$ cat src/rtl/rtc_alarm_clock_pkg.sv
// Shared clock types: field widths, the time record, alarm states and time helpers.
// Pure declarations and functions, no state; no latency.
// No handshakes here, so there is no backpressure.
package clock_pkg;

  localparam int SEC_W = 6;
  localparam int MIN_W = 6;
  localparam int HR_W  = 5;

  typedef struct packed {
    logic [HR_W-1:0]  hh;
    logic [MIN_W-1:0] mm;
    logic [SEC_W-1:0] ss;
    logic             pm;
  } time_t;

  typedef enum logic {IDLE, RINGING} alarm_state_t;

  // Minutes/seconds 0..59; hours 0..23, or 1..12 in 12h mode.
  function automatic logic valid_time(time_t t, logic mode12);
    logic ok;
    ok = (t.mm <= 6'd59) && (t.ss <= 6'd59);
    if (mode12) ok = ok && (t.hh >= 5'd1) && (t.hh <= 5'd12);
    else        ok = ok && (t.hh <= 5'd23);
    return ok;
  endfunction

  // One-second advance with carries; in 12h mode pm flips on 11->12, not on 12->1.
  function automatic time_t next_time(time_t t, logic mode12);
    time_t n;
    n = t;
    if (t.ss != 6'd59) begin
      n.ss = t.ss + 6'd1;
    end else begin
      n.ss = '0;
      if (t.mm != 6'd59) begin
        n.mm = t.mm + 6'd1;
      end else begin
        n.mm = '0;
        if (mode12) begin
          if (t.hh == 5'd12) begin
            n.hh = 5'd1;
          end else begin
            n.hh = t.hh + 5'd1;
            if (t.hh == 5'd11) n.pm = ~t.pm;
          end
        end else begin
          n.hh = (t.hh == 5'd23) ? 5'd0 : t.hh + 5'd1;
        end
      end
    end
    return n;
  endfunction

endpackage

$ cat src/rtl/rtc_alarm_clock_if.sv
// Bundle of every control strobe and time/alarm output of the alarm clock.
// Wires only; no latency.
// Strobes are single-cycle and always accepted; no backpressure.
interface rtc_clock_interface;
  logic       run;
  logic       set_valid;
  logic [4:0] set_hh;
  logic [5:0] set_mm;
  logic [5:0] set_ss;
  logic       set_pm;
  logic       alarm_wr;
  logic [4:0] alarm_hh;
  logic [5:0] alarm_mm;
  logic       alarm_pm;
  logic       alarm_en;
  logic       alarm_ack;
  logic [5:0] seconds;
  logic [5:0] minutes;
  logic [4:0] hours;
  logic       pm;
  logic       sec_tick;
  logic       alarm_ring;
  logic       set_err;

  modport master (
    output run, set_valid, set_hh, set_mm, set_ss, set_pm,
    output alarm_wr, alarm_hh, alarm_mm, alarm_pm, alarm_en, alarm_ack,
    input  seconds, minutes, hours, pm, sec_tick, alarm_ring, set_err
  );

  modport slave (
    input  run, set_valid, set_hh, set_mm, set_ss, set_pm,
    input  alarm_wr, alarm_hh, alarm_mm, alarm_pm, alarm_en, alarm_ack,
    output seconds, minutes, hours, pm, sec_tick, alarm_ring, set_err
  );
endinterface

$ cat src/rtl/rtc_alarm_clock_tick_gen.sv
// Prescaler: divides clk by TICKS_PER_SEC into a one-per-second tick.
// tick is decoded from the count, so the consumer registers the result on the same edge.
// run=0 freezes the count; clear forces it to 0 and wins over counting.
module tick_gen #(
  parameter int TICKS_PER_SEC = 10
) (
  input  logic clk,
  input  logic reset,
  input  logic run,
  input  logic clear,
  output logic tick
);
  localparam int CW = (TICKS_PER_SEC > 1) ? $clog2(TICKS_PER_SEC) : 1;
  localparam logic [CW-1:0] TC = CW'(TICKS_PER_SEC - 1);

  logic [CW-1:0] cnt;

  assign tick = run && (cnt == TC);

  // Count 0..TC while running, wrapping on the tick cycle.
  always_ff @(posedge clk) begin
    if (reset || clear) cnt <= '0;
    else if (tick)      cnt <= '0;
    else if (run)       cnt <= cnt + 1'b1;
  end
endmodule

$ cat src/rtl/rtc_alarm_clock.sv
// Real-time clock hh:mm:ss (24h or 12h+pm) with a settable alarm, ack and ring timeout.
// Outputs registered: new time, sec_tick and alarm_ring appear on the edge consuming the tick.
// No backpressure: set/alarm/ack strobes are accepted every cycle, bad values flag set_err.
module rtc_alarm_clock
  import clock_pkg::*;
#(
  parameter int TICKS_PER_SEC = 10,
  parameter int MODE_12H      = 0,
  parameter int RING_SECS     = 30
) (
  input logic clk,
  input logic reset,
  rtc_clock_interface.slave bus
);
  localparam logic M12 = (MODE_12H != 0);
  localparam int   RW  = (RING_SECS > 1) ? $clog2(RING_SECS + 1) : 1;
  localparam logic [RW-1:0] RING_LAST = RW'(RING_SECS - 1);
  localparam time_t RESET_T = '{hh: (M12 ? 5'd12 : 5'd0), mm: 6'd0, ss: 6'd0, pm: 1'b0};

  time_t        cur, alarm, set_t, alm_t, nxt;
  alarm_state_t state;
  logic [RW-1:0] ring_cnt;
  logic tick, load, set_ok, alm_ok, adv, hit;
  logic sec_tick_q, set_err_q, ring_q;

  tick_gen #(.TICKS_PER_SEC(TICKS_PER_SEC)) u_tick (
    .clk   (clk),
    .reset (reset),
    .run   (bus.run),
    .clear (load),
    .tick  (tick)
  );

  // Candidate load values (pm forced low in 24h mode), range checks and alarm match.
  always_comb begin
    set_t  = '{hh: bus.set_hh, mm: bus.set_mm, ss: bus.set_ss, pm: (M12 ? bus.set_pm : 1'b0)};
    alm_t  = '{hh: bus.alarm_hh, mm: bus.alarm_mm, ss: 6'd0, pm: (M12 ? bus.alarm_pm : 1'b0)};
    set_ok = valid_time(set_t, M12);
    alm_ok = valid_time(alm_t, M12);
    load   = bus.set_valid && set_ok;
    adv    = tick && !load;
    nxt    = next_time(cur, M12);
    hit    = adv && bus.alarm_en && (nxt == alarm);
  end

  // Time counters, stored alarm, and the sec_tick / set_err pulses.
  always_ff @(posedge clk) begin
    if (reset) begin
      cur        <= RESET_T;
      alarm      <= RESET_T;
      sec_tick_q <= 1'b0;
      set_err_q  <= 1'b0;
    end else begin
      sec_tick_q <= adv;
      set_err_q  <= (bus.set_valid && !set_ok) || (bus.alarm_wr && !alm_ok);
      if (load)     cur <= set_t;
      else if (adv) cur <= nxt;
      if (bus.alarm_wr && alm_ok) alarm <= alm_t;
    end
  end

  // Alarm FSM: a new trigger beats ack; ring ends on ack or after RING_SECS ticks.
  always_ff @(posedge clk) begin
    if (reset) begin
      state    <= IDLE;
      ring_cnt <= '0;
      ring_q   <= 1'b0;
    end else begin
      case (state)
        IDLE: begin
          if (hit) begin
            state    <= RINGING;
            ring_cnt <= '0;
            ring_q   <= 1'b1;
          end
        end
        RINGING: begin
          if (hit) begin
            ring_cnt <= '0;
          end else if (bus.alarm_ack) begin
            state  <= IDLE;
            ring_q <= 1'b0;
          end else if (adv) begin
            if (ring_cnt == RING_LAST) begin
              state  <= IDLE;
              ring_q <= 1'b0;
            end else begin
              ring_cnt <= ring_cnt + 1'b1;
            end
          end
        end
        default: begin
          state  <= IDLE;
          ring_q <= 1'b0;
        end
      endcase
    end
  end

  assign bus.seconds    = cur.ss;
  assign bus.minutes    = cur.mm;
  assign bus.hours      = cur.hh;
  assign bus.pm         = cur.pm;
  assign bus.sec_tick   = sec_tick_q;
  assign bus.set_err    = set_err_q;
  assign bus.alarm_ring = ring_q;
endmodule

$ cat src/flat_wrapper.sv
// flat-port wrapper written by rule: the top's interface ports become plain ports
module rtc_alarm_clock_flat import clock_pkg::*;
#(
  parameter int TICKS_PER_SEC = 10,
  parameter int MODE_12H      = 0,
  parameter int RING_SECS     = 30
)
  (clk, reset, bus_run, bus_set_valid, bus_set_hh, bus_set_mm, bus_set_ss, bus_set_pm, bus_alarm_wr, bus_alarm_hh, bus_alarm_mm, bus_alarm_pm, bus_alarm_en, bus_alarm_ack, bus_seconds, bus_minutes, bus_hours, bus_pm, bus_sec_tick, bus_alarm_ring, bus_set_err);
  rtc_clock_interface bus_i ();
  input logic clk;
  input logic reset;
  input wire logic [$bits(bus_i.run)-1:0] bus_run;
  input wire logic [$bits(bus_i.set_valid)-1:0] bus_set_valid;
  input wire logic [$bits(bus_i.set_hh)-1:0] bus_set_hh;
  input wire logic [$bits(bus_i.set_mm)-1:0] bus_set_mm;
  input wire logic [$bits(bus_i.set_ss)-1:0] bus_set_ss;
  input wire logic [$bits(bus_i.set_pm)-1:0] bus_set_pm;
  input wire logic [$bits(bus_i.alarm_wr)-1:0] bus_alarm_wr;
  input wire logic [$bits(bus_i.alarm_hh)-1:0] bus_alarm_hh;
  input wire logic [$bits(bus_i.alarm_mm)-1:0] bus_alarm_mm;
  input wire logic [$bits(bus_i.alarm_pm)-1:0] bus_alarm_pm;
  input wire logic [$bits(bus_i.alarm_en)-1:0] bus_alarm_en;
  input wire logic [$bits(bus_i.alarm_ack)-1:0] bus_alarm_ack;
  output wire logic [$bits(bus_i.seconds)-1:0] bus_seconds;
  output wire logic [$bits(bus_i.minutes)-1:0] bus_minutes;
  output wire logic [$bits(bus_i.hours)-1:0] bus_hours;
  output wire logic [$bits(bus_i.pm)-1:0] bus_pm;
  output wire logic [$bits(bus_i.sec_tick)-1:0] bus_sec_tick;
  output wire logic [$bits(bus_i.alarm_ring)-1:0] bus_alarm_ring;
  output wire logic [$bits(bus_i.set_err)-1:0] bus_set_err;
  assign bus_i.run = bus_run;
  assign bus_i.set_valid = bus_set_valid;
  assign bus_i.set_hh = bus_set_hh;
  assign bus_i.set_mm = bus_set_mm;
  assign bus_i.set_ss = bus_set_ss;
  assign bus_i.set_pm = bus_set_pm;
  assign bus_i.alarm_wr = bus_alarm_wr;
  assign bus_i.alarm_hh = bus_alarm_hh;
  assign bus_i.alarm_mm = bus_alarm_mm;
  assign bus_i.alarm_pm = bus_alarm_pm;
  assign bus_i.alarm_en = bus_alarm_en;
  assign bus_i.alarm_ack = bus_alarm_ack;
  assign bus_seconds = bus_i.seconds;
  assign bus_minutes = bus_i.minutes;
  assign bus_hours = bus_i.hours;
  assign bus_pm = bus_i.pm;
  assign bus_sec_tick = bus_i.sec_tick;
  assign bus_alarm_ring = bus_i.alarm_ring;
  assign bus_set_err = bus_i.set_err;
  rtc_alarm_clock #(.TICKS_PER_SEC(TICKS_PER_SEC), .MODE_12H(MODE_12H), .RING_SECS(RING_SECS)) u_core (.clk(clk), .reset(reset), .bus(bus_i));
endmodule
$ cat config.mk
export PLATFORM = sky130hd
export DESIGN_NAME = rtc_alarm_clock_flat
export DESIGN_NICKNAME = d
export VERILOG_FILES = /design/src/rtl/rtc_alarm_clock_pkg.sv /design/src/rtl/rtc_alarm_clock_if.sv /design/src/rtl/rtc_alarm_clock_tick_gen.sv /design/src/rtl/rtc_alarm_clock.sv /design/src/flat_wrapper.sv
export SDC_FILE = /design/constraint.sdc
export NUM_CORES = 1
export LEC_CHECK = 0
export CAP_MARGIN = 10
export CORE_ASPECT_RATIO = 1.1
export CORE_MARGIN = 4
export CORE_UTILIZATION = 51
export DETAILED_ROUTE_END_ITERATION = 6
export GPL_TIMING_DRIVEN = 0
export PLACE_DENSITY = 0.88
export SYNTH_ARGS = -nofsm -noshare
export SYNTH_HDL_FRONTEND = slang
export SYNTH_HIERARCHICAL = 1
export SYNTH_SLANG_ARGS = --single-unit
$ cat constraint.sdc
create_clock -name clk -period 3.05 [get_ports clk]
set_input_delay 0.305 -clock clk [delete_from_list [all_inputs] [get_ports clk]]
set_output_delay 0.305 -clock clk [all_outputs]
set_load 0.02 [all_outputs]
# --- Word-level counts from Yosys, hierarchy flattened ---
# Cells that the tools add are included.
word_totals:
  register_bits: 41
  in_bits: 37
  out_inout_bits: 21
  wordCells: 80
op_classes:
  n_addsub: 5
  order_cmp: 5
  n_eq_ne: 13
  muxes: 25
  bitwise_logic: 1
  n_reduce_logical: 20
ops:
  columns: ["operator", "n"]
  rows:
  - ["18-bit two-way mux", 2]
  - ["5-bit two-way mux", 7]
  - ["6-bit less-or-equal comparator (second input constant)", 3]
  - ["17-bit == test", 1]
  - ["3-bit != test (second input constant)", 5]
  - ["6-bit by 1-bit adder with 6-bit output (second input constant)", 2]
  - ["6-bit two-way mux", 2]
  - ["6-bit != test (second input constant)", 2]
  - ["1-bit logical AND", 11]
  - ["11-bit two-way mux", 1]
  - ["5-bit by 1-bit adder with 5-bit output (second input constant)", 2]
  - ["5-bit == test (second input constant)", 2]
  - ["5-bit less-or-equal comparator (second input constant)", 2]
  - ["1-bit two-way mux", 10]
  - ["5-bit one-hot mux with 2 select lines", 1]
  - ["4-bit AND reduction", 2]
  - ["4-bit by 1-bit adder with 4-bit output (second input constant)", 1]
  - ["4-bit == test (second input constant)", 1]
  - ["1-bit one-hot mux with 2 select lines", 2]
  - ["1-bit zero test", 3]
  - ["1-bit logical OR", 2]
  - ["2-bit by 1-bit != test with 1-bit output (second input constant)", 1]
  - ["2-bit != test (second input constant)", 1]
  - ["2-bit nonzero test", 1]
  - ["other kinds (2)", 2]

# --- Longest topological paths before layout ---
# Gate-level depths: netlist of run 1.
depth:
  ltp_word: 10
  depth_mapped: 10
  depth_no_buf: 9

# --- Hierarchy ---
# The synthesis of run 1 kept the hierarchy.
by_module_without_submodules:
  columns: ["mod", "n_inst", "cells_per_inst", "area_each_um2", "seq_area_each_um2"]
  rows:
  - ["rtc_alarm_clock", 1, 301, 2424.8, 740.7]
  - ["tick_gen", 1, 19, 197.7, 80.1]

# --- Least setup slack after synthesis of run 1 ---
# OpenSTA, ideal clock, no wires.
synth_timing:
  path_kind: "reg2reg"
  start: "reg u_core.cur, in the netlist u_core/bus.minutes[0]"
  end: "reg u_core.ring_cnt[3]"
  setup_ns: 0.132
  arrival_time_ns: 2.485
  required_ns: 2.918
  setup_slack_ns: 0.432
  stages_incl_launch_ff: 11
  path_buffers: 1
  synth_period_minus_slack_ns: 2.618
  cell_sequence: "dfxtp_1 ha_1 buf_2 nand4b_1 nor4b_1 mux2i_1 xnor2_1 a2111oi_1 nor4b_4 nand2b_1 a21oi_1"
synth_via:
  elab_chain_len: 7
  word_cells_on_any_way: 14
  cone_classes: "1 x add/sub; 6 x eq/ne; 5 x mux; 2 x reduce/logical"
synth_lines:
  columns: ["item", "line", "text"]
  rows:
  - ["start, declared", "rtc_alarm_clock.sv:20", "time_t cur, alarm, set_t, alm_t, nxt;"]
  - ["start signal, assigned", "rtc_alarm_clock.sv:56", "if (load) cur <= set_t;"]
  - ["start signal, assigned", "rtc_alarm_clock.sv:57", "else if (adv) cur <= nxt;"]
  - ["6-bit by 1-bit adder with 6-bit output / 6-bit != test (equally long branches)", "rtc_alarm_clock_pkg.sv:37, rtc_alarm_clock_pkg.sv:36", null]
  - ["6-bit two-way mux / 5-bit two-way mux (equally long branches)", "rtc_alarm_clock_pkg.sv:36", "if (t.mm != 6'd59) begin"]
  - ["11-bit two-way mux *", "rtc_alarm_clock_pkg.sv:32", "if (t.ss != 6'd59) begin"]
  - ["17-bit == test *", "rtc_alarm_clock.sv:43", "hit = adv && bus.alarm_en && (nxt == alarm);"]
  - ["1-bit logical AND *", "rtc_alarm_clock.sv:43", null]
  - ["3-bit != test (no line), or another cell as far along", null, null]
  - ["4-bit AND reduction (no line) / 5-bit one-hot mux with 2 select lines (equally long branches)", null, null]
  - ["end signal, assigned", "rtc_alarm_clock.sv:88", "ring_cnt <= ring_cnt + 1'b1;"]
  - ["end, declared", "rtc_alarm_clock.sv:22", "logic [RW-1:0] ring_cnt;"]
# Mark *: on every way between the ends. The rest lies on a longest branch, timed or not.
# A chain may end at the register's enable or synchronous reset.

# --- Worst setup path after layout of run 1 ---
layout_timing:
  start: "reg u_core.cur, in the netlist u_core/bus.minutes[1]"
  end: "reg u_core.ring_cnt[3]"
# Same word-level chain as after synthesis.

==> insert_results.sql, run 1 <==
INSERT INTO impl_metrics (metric_group, metric, value, unit) VALUES
('placement', 'place_ws', '-0.0777', 'ns'),
('floorplan', 'die_w', '76.4', 'um'),
('synth', 'synth_area_leaders', 'dfxtp_1 (31%), mux2i_1 (7.6%), nor2_1 (7.2%)', ''),
('route', 'drt-initial-drc-count', '230', ''),
('layout', 'multi_input_area', '1670', 'sq um'),
('timing', 'final.setup_skew', '0.00643', 'ns'),
('synth', 'synth_largest_area_cell', 'dfxtp_1', ''),
('cts', 'cts.root.buffer_cell', 'clkbuf_8', ''),
('timing', 'fin_ws', '0.239', 'ns'),
('timing', 'maxSlewViolCount', '0', ''),
('placement', 'place.gp.congestion', '0.905', ''),
('synth', 'netlist_instances', '320', ''),
('synth', 'synth_edf_count', '0', ''),
('status', 'outcome', 'complete, no violations', ''),
('critical_path', 'critical_path.cell_chain', 'ha_1, buf_2, nand4b_1, nor4b_2, mux2i_1, xnor2_1, a2111oi_1, nor4b_4, buf_4, nand2b_1, a21oi_1', ''),
('critical_path', 'crit_buf_inv', '2', ''),
('layout', 'final_cell_area', '3380', 'sq um'),
('cts', 'cts_tree', 'yes', ''),
('floorplan', 'floorplan.initialDensity', '52.5', '%'),
('cts', 'worstSkewPairLatency', '0.29', 'ns'),
('global_routing', 'antenna_found_initial', '0', ''),
('synth', 'yosysSeqAreaShare', '31.3', '%'),
('critical_path', 'worstSetupStartpointType', 'register', ''),
('timing', 'finalCritPeriodShare', '92.2', '%'),
('timing', 'report.final.hold_viol_count', '0', ''),
('timing', 'max_freq', '356', 'MHz'),
('global_routing', 'grt_max_degree', '14', ''),
('worst_hold_path', 'worstHoldPathType', 'reg -> reg', ''),
('critical_path', 'r2r-start', 'u_core/bus.minutes[1]', ''),
('route', 'detailroute.via_count', '2703', ''),
('layout', 'register_area', '822', 'sq um'),
('placement', 'placedInstanceArea', '3240', 'sq um'),
('layout', 'synthToLayoutAreaGrowth', '28.8', '%'),
('flow_run', 'maxCapViolations', '0', ''),
('critical_path', 'worstPathRequired', '3.21', 'ns'),
('synth', 'synth.top_cell.area_share', '31.3', '%'),
('timing', 'finalSetupTns', '0', 'ns'),
('layout', 'share_of_cells_above_drive_strength_1', '9.38', '%'),
('critical_path', 'cp_max_fo', '9', ''),
('floorplan', 'die-area', '6350', 'sq um'),
('route', 'detailedRoute.firstPassIterationCount', '7', ''),
('placement', 'post-dp-hpwl', '5230', 'um'),
('route', 'wl', '7180', 'um'),
('floorplan', 'core_area', '5000', 'sq um'),
('route', 'remaining_drc_errors', '0', ''),
('power_and_ir_drop', 'comb_power_share', '22.3', '%'),
('power_and_ir_drop', 'pwr-share-clk', '33.3', '%'),
('timing', 'worst_pin_slew', '0.716', 'ns'),
('power_and_ir_drop', 'seq_power_share', '44.4', '%'),
('power_and_ir_drop', 'leakage', '1.29', 'nW'),
('power_and_ir_drop', 'power_switching_share', '27.6', '%'),
('placement', 'port_buffers', '54', ''),
('floorplan', 'rows', '27', ''),
('layout', 'num_antenna_cells', '0', ''),
('timing', 'period_minus_slack', '2.81', 'ns'),
('critical_path', 'worst_path_max_delay_cell', 'dfxtp_1', ''),
('power_and_ir_drop', 'switchingPower', '375', 'uW'),
('critical_path', 'slowest_delay', '0.44', 'ns'),
('power_and_ir_drop', 'p_int', '984', 'uW'),
('critical_path', 'setup.worst_path.start', 'u_core/bus.minutes[1]', ''),
('synth', 'most_used_flip_flop_cell_after_synthesis', 'dfxtp_1', ''),
('critical_path', 'critPathKind', 'reg -> reg', ''),
('critical_path', 'path_delay_family', 'simple AND/OR/NAND/NOR gates', ''),
('route', 'vias_per_cell', '6.12', ''),
('critical_path', 'cp-end-kind', 'register', ''),
('global_routing', 'globalRoute.totalOverflow', '0', ''),
('power_and_ir_drop', 'max-vdd-ir-drop', '270', 'uV'),
('cts', 'clkSinkCount', '41', ''),
('route', 'drt-wirelength-per-cell', '16.2', 'um'),
('synth', 'synthArstFlopShare', '0', '%'),
('global_routing', 'grt_pass1_vias', '2501', '');
==> routing by layer <==
metal	GRT usage, %	vias up	wire length, um
met1	26.4	1230	2960
met2	36.9	157	3290
met3	6.07	26	678
met5	0	-	0
li1	-	1290	-
met4	7.91	0	254
==> area by class of cell <==
cell class | count | share of cell area (%)
clock buffer | 6 | 2.44
tap | 58 | 2.15
clock inverter | 2 | 1.11
buffer | 20 | 3.41
inverter | 6 | 0.667
timing repair buffer | 56 | 16.4
multi-input combinational | 253 | 49.4
sequential | 41 | 24.3
==> stage by stage <==
| step | std cells | power, mW | hold WS, ns |
|---|---|---|---|
| floorplan | 320 | 0.783 | 0.392 |
| global placement | 432 | 0.906 | 0.498 |
| detailed placement | 432 | 0.914 | 0.506 |
| CTS | 440 | 1.36 | 0.522 |
| global route | 442 | 1.41 | 0.556 |
| finish | 442 | 1.36 | 0.521 |
==> logic make-up after synthesis <==
| logic type | synth area share, % |
|---|---|
| flops | 31.3 |
| fa+ha+maj | 3.82 |
| mux | 7.63 |
| buf+inv | 5.25 |
| simple gates | 29.7 |
| xor+xnor | 5.01 |
| other cells | 0.143 |
| compound gates | 17.1 |
==> cell usage after synthesis (3+ instances only) <==
master	count
dfxtp_1	41
buf_6	4
nand3_1	16
or3_1	3
nor2_1	50
buf_2	5
a211oi_1	10
inv_1	6
nor3_1	4
nor4_1	3
nand4_1	8
and4_1	3
mux2i_1	20
ha_1	8
a31oi_1	7
o21ai_0	12
nor2b_1	4
nand2_1	22
o211ai_1	4
a21oi_1	15
xnor2_1	7
nand2b_1	5
clkbuf_1	9
xor2_1	8
==> worst reg2reg max path: cells and delay by family, from the launching register on <==
| kind | cells | cell delay [ns] |
|---|---|---|
| XOR/XNOR | 1 | 0.09 |
| adder cells (fa/ha/maj) | 1 | 0.19 |
| buffers and inverters | 2 | 0.39 |
| AO/OA/AOI/OAI | 2 | 0.35 |
| multiplexers | 1 | 0.25 |
| AND/OR/NAND/NOR | 4 | 0.98 |
| flip-flops | 1 | 0.44 |
==> state kept, by name, indices dropped and copies added, names as in the netlist <==
signal                 flops
u_core/bus.alarm_ring      1
u_core/bus.sec_tick        1
u_core/bus.minutes         6
u_core/bus.set_err         1
u_core/ring_cnt            5
u_core/alarm              11
u_core/bus.seconds         6
u_core/u_tick/cnt          4
u_core/state               1
u_core/bus.hours           5
==> power groups by stage <==
| stage | Clock, mW | Combinational, mW | Sequential, mW |
|---|---|---|---|
| after floorplan | 0 | 0.154 | 0.629 |
| after global placement | 0 | 0.292 | 0.614 |
| after detailed placement | 0 | 0.299 | 0.615 |
| after CTS | 0.459 | 0.301 | 0.603 |
| after global routing | 0.478 | 0.328 | 0.609 |
| final | 0.452 | 0.304 | 0.604 |
==> path summary, 6_finish.rpt <==
path,slack [ns],endpoint,cells after the start
max,0.24,u_core/ring_cnt[3],11
min,0.52,u_core/u_tick/cnt[3],2
max reg2reg,0.24,u_core/ring_cnt[3],11
min reg2reg,0.52,u_core/u_tick/cnt[3],2
==> layout by cell type (no fill, tap or decap), types with 7 or more instances in the layout <==
cell	netlist	layout
o21ai_0	12	12
nand4_1	8	8
clkbuf_1	9	9
clkdlybuf4s50_1	0	54
nand3_1	16	16
a211oi_1	10	10
a21oi_1	15	15
mux2i_1	20	20
ha_1	8	8
xnor2_1	7	7
nor2_1	50	50
a31oi_1	7	7
dfxtp_1	41	40
nand2_1	22	22
xor2_1	8	8
==> repair_timing <==
action                                  4_1_cts  5_1_grt
endpoints found under the setup margin        0        7
resized for setup                             0        2
setup buffers                                 0        2
Note: power is estimated with default switching activity, not from simulation.
==> inputs of run 2 (changes only) <==
Settings changed: CAP_MARGIN 10 to 20.
==> results of run 2 <==
No change in the layout: final DEF, timing and power equal those of run 1.
